==> src/rtl/spi_raw_reg_ctrl.sv <==
// Command sequencer between a byte-level SPI slave core and a register bus.
// Optional read timeout and sticky err_timeout port: define SPI_RAW_REG_CTRL_TIMEOUT_EN.
module spi_raw_reg_ctrl #(
  parameter int DATA_BYTES = 4,
  parameter int ADDR_INC   = 1,
  parameter int TIMEOUT    = 64,
  localparam int DATA_WIDTH = 8 * DATA_BYTES
) (
  input  logic                  clk,
  input  logic                  rst_n,
  input  logic                  frame_active,
  input  logic [7:0]            rx_data,
  input  logic                  rx_valid,
  output logic [7:0]            tx_data,
  output logic [15:0]           reg_addr,
  output logic [DATA_WIDTH-1:0] reg_wdata,
  output logic                  reg_wr,
  output logic                  reg_rd,
  input  logic [DATA_WIDTH-1:0] reg_rdata,
  input  logic                  reg_rvalid,
  output logic                  busy
`ifdef SPI_RAW_REG_CTRL_TIMEOUT_EN
  ,
  output logic                  err_timeout
`endif
);

  typedef enum logic [2:0] {
    S_CMD, S_ADDR_HI, S_ADDR_LO, S_DUMMY, S_WDATA, S_RDATA, S_DISCARD
  } state_t;

  localparam logic [7:0]  CMD_WR    = 8'h00;
  localparam logic [7:0]  CMD_RD    = 8'h80;
  localparam logic [3:0]  LAST_BYTE = 4'(DATA_BYTES - 1);
  localparam logic [15:0] INC       = 16'(ADDR_INC);

  state_t                state, state_nxt;
  logic                  is_read;
  logic [3:0]            byte_cnt;
  logic                  rd_pending;
  logic                  rd_stale;   // outstanding read belongs to an ended frame
  logic                  rd_defer;   // read wanted but an earlier one is still outstanding
  logic [DATA_WIDTH-1:0] rd_shift;
  logic [DATA_WIDTH-1:0] rd_buf;     // prefetched next word, waits for the word boundary

  logic                  frame_end, byte_in, cmd_ok, word_last;
  logic                  rd_req, rd_issue, rd_done, rd_hit;
  logic [DATA_WIDTH-1:0] rd_word, rd_src, rd_shift_nxt;

  // Level-sensitive: the first low cycle after a frame ends it and suppresses any byte in it.
  assign frame_end    = !frame_active;
  assign byte_in      = rx_valid && frame_active;
  assign cmd_ok       = (rx_data == CMD_WR) || (rx_data == CMD_RD);
  assign word_last    = (byte_cnt == LAST_BYTE);
  assign busy         = (state != S_CMD);
  assign rd_req       = byte_in && (((state == S_ADDR_LO) && is_read) ||
                                    ((state == S_RDATA) && (byte_cnt == 4'd0)));
  assign rd_issue     = frame_active && (rd_req || rd_defer) && !rd_pending;
  assign rd_shift_nxt = rd_shift << 8;
  assign rd_src       = rd_hit ? rd_word : rd_buf;

`ifdef SPI_RAW_REG_CTRL_TIMEOUT_EN
  localparam int TMO_W = $clog2(TIMEOUT + 1);
  logic [TMO_W-1:0] tmo_cnt;
  logic             tmo_fire;

  assign tmo_fire = rd_pending && !reg_rvalid && (tmo_cnt == TMO_W'(TIMEOUT - 1));
  assign rd_done  = (reg_rvalid || tmo_fire) && rd_pending;
  assign rd_word  = reg_rvalid ? reg_rdata : {DATA_BYTES{8'hEE}};

  always_ff @(posedge clk or negedge rst_n) begin
    if (!rst_n) begin
      tmo_cnt     <= '0;
      err_timeout <= 1'b0;
    end else begin
      if (rd_issue)        tmo_cnt <= '0;
      else if (rd_pending) tmo_cnt <= tmo_cnt + 1'b1;
      if (tmo_fire)                                   err_timeout <= 1'b1;
      else if (byte_in && (state == S_CMD) && cmd_ok) err_timeout <= 1'b0;
    end
  end
`else
  assign rd_done = reg_rvalid && rd_pending;
  assign rd_word = reg_rdata;
`endif

  assign rd_hit = rd_done && !rd_stale;

  always_ff @(posedge clk or negedge rst_n) begin
    if (!rst_n) state <= S_CMD;
    else        state <= state_nxt;
  end

  always_comb begin
    // NOTE: every always_comb output gets a default first so no path can infer a latch.
    state_nxt = state;
    if (frame_end) begin
      state_nxt = S_CMD;
    end else if (rx_valid) begin
      unique case (state)
        S_CMD:     state_nxt = cmd_ok ? S_ADDR_HI : S_DISCARD;
        S_ADDR_HI: state_nxt = S_ADDR_LO;
        S_ADDR_LO: state_nxt = is_read ? S_DUMMY : S_WDATA;
        S_DUMMY:   state_nxt = S_RDATA;
        default:   state_nxt = state;
      endcase
    end
  end

  always_ff @(posedge clk or negedge rst_n) begin
    if (!rst_n) begin
      tx_data    <= 8'h00;
      reg_addr   <= 16'h0000;
      reg_wdata  <= '0;
      reg_wr     <= 1'b0;
      reg_rd     <= 1'b0;
      is_read    <= 1'b0;
      byte_cnt   <= 4'd0;
      rd_pending <= 1'b0;
      rd_stale   <= 1'b0;
      rd_defer   <= 1'b0;
      rd_shift   <= '0;
      rd_buf     <= '0;
    end else begin
      // NOTE: non-blocking assignments throughout, so every branch sees pre-edge values.
      reg_wr <= 1'b0;
      reg_rd <= 1'b0;
      if (reg_wr) reg_addr <= reg_addr + INC;

      if (rd_done) begin
        rd_pending <= 1'b0;
        rd_stale   <= 1'b0;
      end else if (frame_end && rd_pending) begin
        rd_stale <= 1'b1;
      end

      if (frame_end) begin
        byte_cnt <= 4'd0;
        tx_data  <= 8'h00;
        rd_defer <= 1'b0;
      end else begin
        if (rd_issue) begin
          reg_rd     <= 1'b1;
          rd_pending <= 1'b1;
          rd_defer   <= 1'b0;
        end else if (rd_req) begin
          rd_defer <= 1'b1;
        end

        if (rd_hit && (state == S_DUMMY)) begin
          rd_shift <= rd_word;
          tx_data  <= rd_word[DATA_WIDTH-1 -: 8];
        end
        if (rd_hit && (state == S_RDATA)) rd_buf <= rd_word;

        if (rx_valid) begin
          case (state)
            S_CMD: begin
              is_read <= (rx_data == CMD_RD);
              if (!cmd_ok) tx_data <= 8'hFF;
            end
            S_ADDR_HI: reg_addr[15:8] <= rx_data;
            S_ADDR_LO: begin
              reg_addr[7:0] <= rx_data;
              byte_cnt      <= 4'd0;
            end
            S_WDATA: begin
              reg_wdata <= (reg_wdata << 8) | DATA_WIDTH'(rx_data);
              if (word_last) begin
                byte_cnt <= 4'd0;
                reg_wr   <= 1'b1;
              end else begin
                byte_cnt <= byte_cnt + 4'd1;
              end
            end
            S_RDATA: begin
              if (byte_cnt == 4'd0) reg_addr <= reg_addr + INC;
              if (word_last) begin
                rd_shift <= rd_src;
                tx_data  <= rd_src[DATA_WIDTH-1 -: 8];
                byte_cnt <= 4'd0;
              end else begin
                rd_shift <= rd_shift_nxt;
                tx_data  <= rd_shift_nxt[DATA_WIDTH-1 -: 8];
                byte_cnt <= byte_cnt + 4'd1;
              end
            end
            default: ;
          endcase
        end
      end
    end
  end

endmodule

==> config.mk <==
export PLATFORM = sky130hd
export DESIGN_NAME = spi_raw_reg_ctrl
export DESIGN_NICKNAME = d
export VERILOG_FILES = /design/src/rtl/spi_raw_reg_ctrl.sv
export SDC_FILE = /design/constraint.sdc
export NUM_CORES = 1
export LEC_CHECK = 0
export BUFFER_PORTS_ARGS = -buffer_cell sky130_fd_sc_hd__buf_2
export CORE_AREA = 2 2 110 112
export DETAILED_ROUTE_END_ITERATION = 6
export DIE_AREA = 0 0 112 114
export GPL_TIMING_DRIVEN = 0
export PLACE_DENSITY = 0.87
export SYNTH_ARGS = -nofsm -noshare
export SYNTH_HDL_FRONTEND = slang
export SYNTH_SLANG_ARGS = --single-unit
==> constraint.sdc <==
create_clock -name clk -period 2.1 [get_ports clk]
set_input_delay 0 -clock clk [delete_from_list [all_inputs] [get_ports clk]]
set_output_delay 0 -clock clk [all_outputs]
set_load 0.03 [all_outputs]
Yosys cells after proc, flatten, opt, wreduce, memory -nomap -nowiden
Index checks and enable logic that the tools add are counted.
W data, S select, Z words.
Operators by class
  add/sub/neg operators: 2
  eq/ne operators: 11
  multiplexer cells: 40
  bitwise gates (word level): 1
  reduce and logical (&&, ||, !) cells: 28
Operator list (count)
  $mux W32: 5
  $mux W16: 4
  $pmux W8 S2: 3
  $mux W8: 5
  $or A32 B8 Y32: 1
  $add A16 B1 Y16 const B: 1
  $mux W1: 14
  $mux W3: 4
  $mux W4: 3
  $pmux W3 S4: 1
  $logic_and A1 B1 Y1: 11
  $eq A8 B8 Y1 const B: 1
  $logic_not A8 Y1: 1
  $pmux W4 S2: 1
  $eq A3 B2 Y1 const B: 2
  $eq A3 B3 Y1 const B: 2
  $reduce_and A2 Y1: 3
  $reduce_and A3 Y1: 2
  $ne A5 B1 Y1 const B: 1
  $add A4 B1 Y4 const B: 1
  $eq A4 B2 Y1 const B: 1
  $logic_not A4 Y1: 1
  $eq A3 B1 Y1 const B: 1
  $logic_not A1 Y1: 3
  8 further kinds: 10
Storage, ports and cells
  flip-flop bits (word level): 133
  bits of input ports: 45
  output and inout port bits: 59
  word-level logic and storage cells: 95

Longest topological paths before layout
  depth in word-level cells: 9
  depth in mapped cells: 9

Worst setup path after synthesis
OpenSTA, ideal clock, no wires.
  path type: reg2reg
  from: register reg_addr[4]
  to: register reg_addr[13]
  library setup time: 0.121 ns
  data arrival time: 1.749 ns
  data required time: 1.979 ns
  setup slack: 0.230 ns
  cell stages (with the launch flop): 7
  path buffers: 1
  period minus slack after synthesis: 1.870 ns
  cell sequence: dfrtp_1 -> buf_2 -> nand4_1 -> nor2_1 -> nand4_1 -> or2_2 -> a32o_1
Between the ends
  longest elaborated chain between the ends: 6
RTL lines
  from (decl): RTL line 15  | output logic [15:0] reg_addr,
  from (signal assigned): RTL line 128  | if (reg_wr) reg_addr <= reg_addr + INC;
  from (signal assigned): RTL line 164  | reg_addr[7:0] <= rx_data;
  from (signal assigned): RTL line 177  | if (byte_cnt == 4'd0) reg_addr <= reg_addr + INC;
  $add A16 B1 Y16 (*): RTL line 128, 177
  $mux W16: RTL line 128
  $mux W16: RTL line 177
  $pmux W8 S2: RTL line 157  | case (state)
  $mux W16: RTL line 156  | if (rx_valid) begin
  $mux W16 (*): RTL line 137  | if (frame_end) begin
Every way passes the cells marked *; elsewhere a longest branch is shown, timed or not.
A chain may end at the register's enable or synchronous reset.

Worst setup path after layout
  from: register byte_cnt[0]
  to: register reg_addr[13]
Between the ends
  longest elaborated chain between the ends: 5
RTL lines
  from (decl): RTL line 39  | logic [3:0] byte_cnt;
  from (signal assigned): RTL line 173  | byte_cnt <= byte_cnt + 4'd1;
  from (signal assigned): RTL line 185  | byte_cnt <= byte_cnt + 4'd1;
  $logic_not A4 Y1: RTL line 177
  $mux W16: RTL line 177
  $pmux W8 S2: RTL line 157
  $mux W16: RTL line 156
  $mux W16: RTL line 137
  to (signal assigned): RTL line 128
  to (signal assigned): RTL line 162  | S_ADDR_HI: reg_addr[15:8] <= rx_data;
  to (signal assigned): RTL line 177
Every way passes these cells.

==> flow_summary.toml <==
[floorplan]
dieHeight_um = 114
io_pins = 104
core_area_mm2 = 0.0117
initial_core_util_pct = 53.3
dieArea_mm2 = 0.0128
fp.dieW_um = 112
rows = 40

[critical_path]
slowest_delay_ps = 440
cpMaxStageDelayCell = "dfrtp_1"
worstSetupPathType = "register to register"
cp.required_ps = 2410
reg2regPathDepth = 6
arrival_ps = 2300
end_kind = "register"
worstPathMaxFanout = 5
cp_cell_sequence = "inv_1, ha_1, or3b_1, a22o_1, or2_2, a32o_1"
critPathLaunchType = "register"

[yosys]
postSynthAreaPerCell_um2 = 10.3
yosysMostFrequentCell = "dfrtp_1"
ys_warn_count = 0
ys_seq_elements = 125
syn_inst = 606
netlist_top_cells_count = "dfrtp_1 (125), nand2_1 (87), mux2_2 (64), nand3_1 (44), nor2_1 (27)"
ys_types = 56
yosys_most_used_dff = "dfrtp_1"
syn_area_mm2 = 0.00625
async_reset_ff_share_pct = 100
synth_top_area_share_pct = 50.1
synth_nets = 654
synth_area_leaders = "dfrtp_1 (50%), mux2_2 (12%), nand2_1 (5.2%)"
seq_area_frac_synth_pct = 50.1
synth_edf_count = 0
synth.largest_area_cell = "dfrtp_1"

[global_routing]
grt_pass1_wl_mm = 28.5
antenna_found_initial = 0
grt.total_usage_pct = 27.9
grt.overflow.total = 0
grt_pass1_vias = 5752
grt_max_degree = 89

[place]
io_buffers = 102
place_congestion = 0.947
dp.final_hpwl_mm = 11.5
dp.cells = 856

[power]
switching_power_uw = 2700
leakage_uw = 0.00382
p_sw_share_pct = 32.6
clockPowerShare_pct = 37.6
ir_drop_uv = 1190
p_seq_share_pct = 37.9
p_per_area_mw_per_mm2 = 1030
comb_power_share_pct = 24.4
p_int_uw = 5570
p_total_uw = 8270

[layout]
fillerInstances = 855
area_growth_pct = 28.8
stdcell_count = 932
drive_above_1_share_pct = 29.9
post-route-util_pct = 68.7
n_antenna_cell = 0
nNetsFinal = 821

[clocking]
cts_max_level = 4
insertion_delay_ps = 430
clkSlewWorstSetupHoldPaths_ps = 60
numCtsBuffers = 17
ctsRootBufferMaster = "clkbuf_16"
clkSinkCount = 125
cts_tree = "done"
cts_buffer_depth = 2

[sta]
fin_crit_ps = 2000
slew_violations = 0
final.setup.tns_ps = 0
slew_headroom_pct = 62.6
max_freq_mhz = 500
hold_violations = 0
skew_ps = 10.5
whs_ps = 61.5
rsz0062_at_grt = "false"
setup_violations = 0
post-route-period-util_pct = 95.2
tightest_slew_ps = 558

[detailed_routing]
drtIter0Drc = 539
firstDrtPassIters = 6
drtAntennaViolNets = 0
wl_mm = 17.4
vias = 5739
post_drt_wl_per_cell_um = 18.6
viasPerCell = 6.16
drc = 0

[run]
maxCapViolations = 0

[outcome]
status = "finished, final reports clean"

[hold_path]
hold_class = "input pin to asynchronous set/reset pin"
==> critical path: cells and delay by family, from the launching register on <==
kind	cells	cell delay, ps
simple gates	2	700
flops	1	440
fa+ha+maj	1	170
buf+inv	1	90
compound gates	2	490
==> final cells by class <==
class / instances / area [um2] / share of cell area [%]
Inverter: 7 / 26.3 / 0.327
Clock buffer: 21 / 460 / 5.72
Timing Repair Buffer: 148 / 990 / 12.3
Clock inverter: 10 / 163 / 2.02
Tap cell: 147 / 184 / 2.29
Buffer: 43 / 238 / 2.95
Sequential cell: 125 / 3130 / 38.9
Multi-Input combinational cell: 431 / 2860 / 35.5
==> timing repair <==
item	CTS	global route
gates cloned	0	0
resized for setup	2	2
hold buffers	43	0
buffers inserted	0	2
endpoints found under the setup margin	2	9
hold endpoints to repair	216	0
==> cell families (layout without fill, tap and decap cells) <==
kind of cell             count (synthesis)  count (layout)  synth area share, %
AO/OA/AOI/OAI                          135             135                 15.0
XOR/XNOR                                11              11                 1.54
adder cells (fa/ha/maj)                  3               3                0.601
buffers and inverters                   50             229                 4.17
flip-flops                             125             125                 50.1
multiplexers                            67              67                 12.0
AND/OR/NAND/NOR                        215             215                 16.6
==> per-stage QoR <==
step	cell area [um2]	setup slack (ps)
after global placement	6940	-488
after floorplan	6250	230
after detailed placement	6970	23.6
after global routing	8050	9.60
final	8050	100
after CTS	8030	118
==> flip-flops by register name (all words and copies together), names as in the netlist <==
| register | cells |
|---|---|
| state | 3 |
| reg_rd | 1 |
| rd_defer | 1 |
| reg_wr | 1 |
| rd_buf | 32 |
| rd_shift | 24 |
| byte_cnt | 4 |
| is_read | 1 |
| rd_stale | 1 |
| reg_addr | 16 |
| rd_pending | 1 |
| reg_wdata | 32 |
| tx_data | 8 |
==> power by group through the flow <==
stage | clock network (uW) | logic (uW) | registers (uW)
after floorplan | 0 | 596 | 3820
after global placement | 0 | 1900 | 3140
after detailed placement | 0 | 1950 | 3170
after CTS | 3130 | 2020 | 3130
after global routing | 3260 | 2140 | 3190
final | 3110 | 2020 | 3140
==> cells in the final DEF (no fill, tap or decap), types with 12 or more instances in the layout <==
| cell | n |
|---|---|
| clkbuf_1 | 15 |
| nor2_1 | 27 |
| dfrtp_1 | 125 |
| mux2_2 | 64 |
| nor3_1 | 12 |
| nand3_1 | 44 |
| a22oi_1 | 19 |
| o21ai_0 | 22 |
| a21oi_1 | 20 |
| buf_2 | 117 |
| dlygate4sd3_1 | 43 |
| nand2_1 | 87 |
| o211ai_1 | 25 |
| clkbuf_16 | 17 |
==> metal layers <==
layer  share of wire (%)  global-route usage (%)  wire length [um]  vias to the layer above
li1                    -                       -                 -                     2549
met1                  39                    33.5              6760                     2776
met2                  50                    48.1              8650                      340
met3                 7.6                    6.22              1330                       74
met4                 3.7                    12.9               637                        0
met5                   0                       0                 0                        -
==> worst paths after layout <==
check                      slack [ps]     startpoint             to
hold reg to reg                   500  reg_wdata[29]  reg_wdata[29]
hold / removal                     60          rst_n   reg_addr[15]
max in group asynchronous        1290          rst_n    byte_cnt[1]
min in group clk                  130   frame_active       state[2]
setup reg to reg                  100    byte_cnt[0]   reg_addr[13]
setup / recovery                  100    byte_cnt[0]   reg_addr[13]
Power figures use the tool's default switching activity.
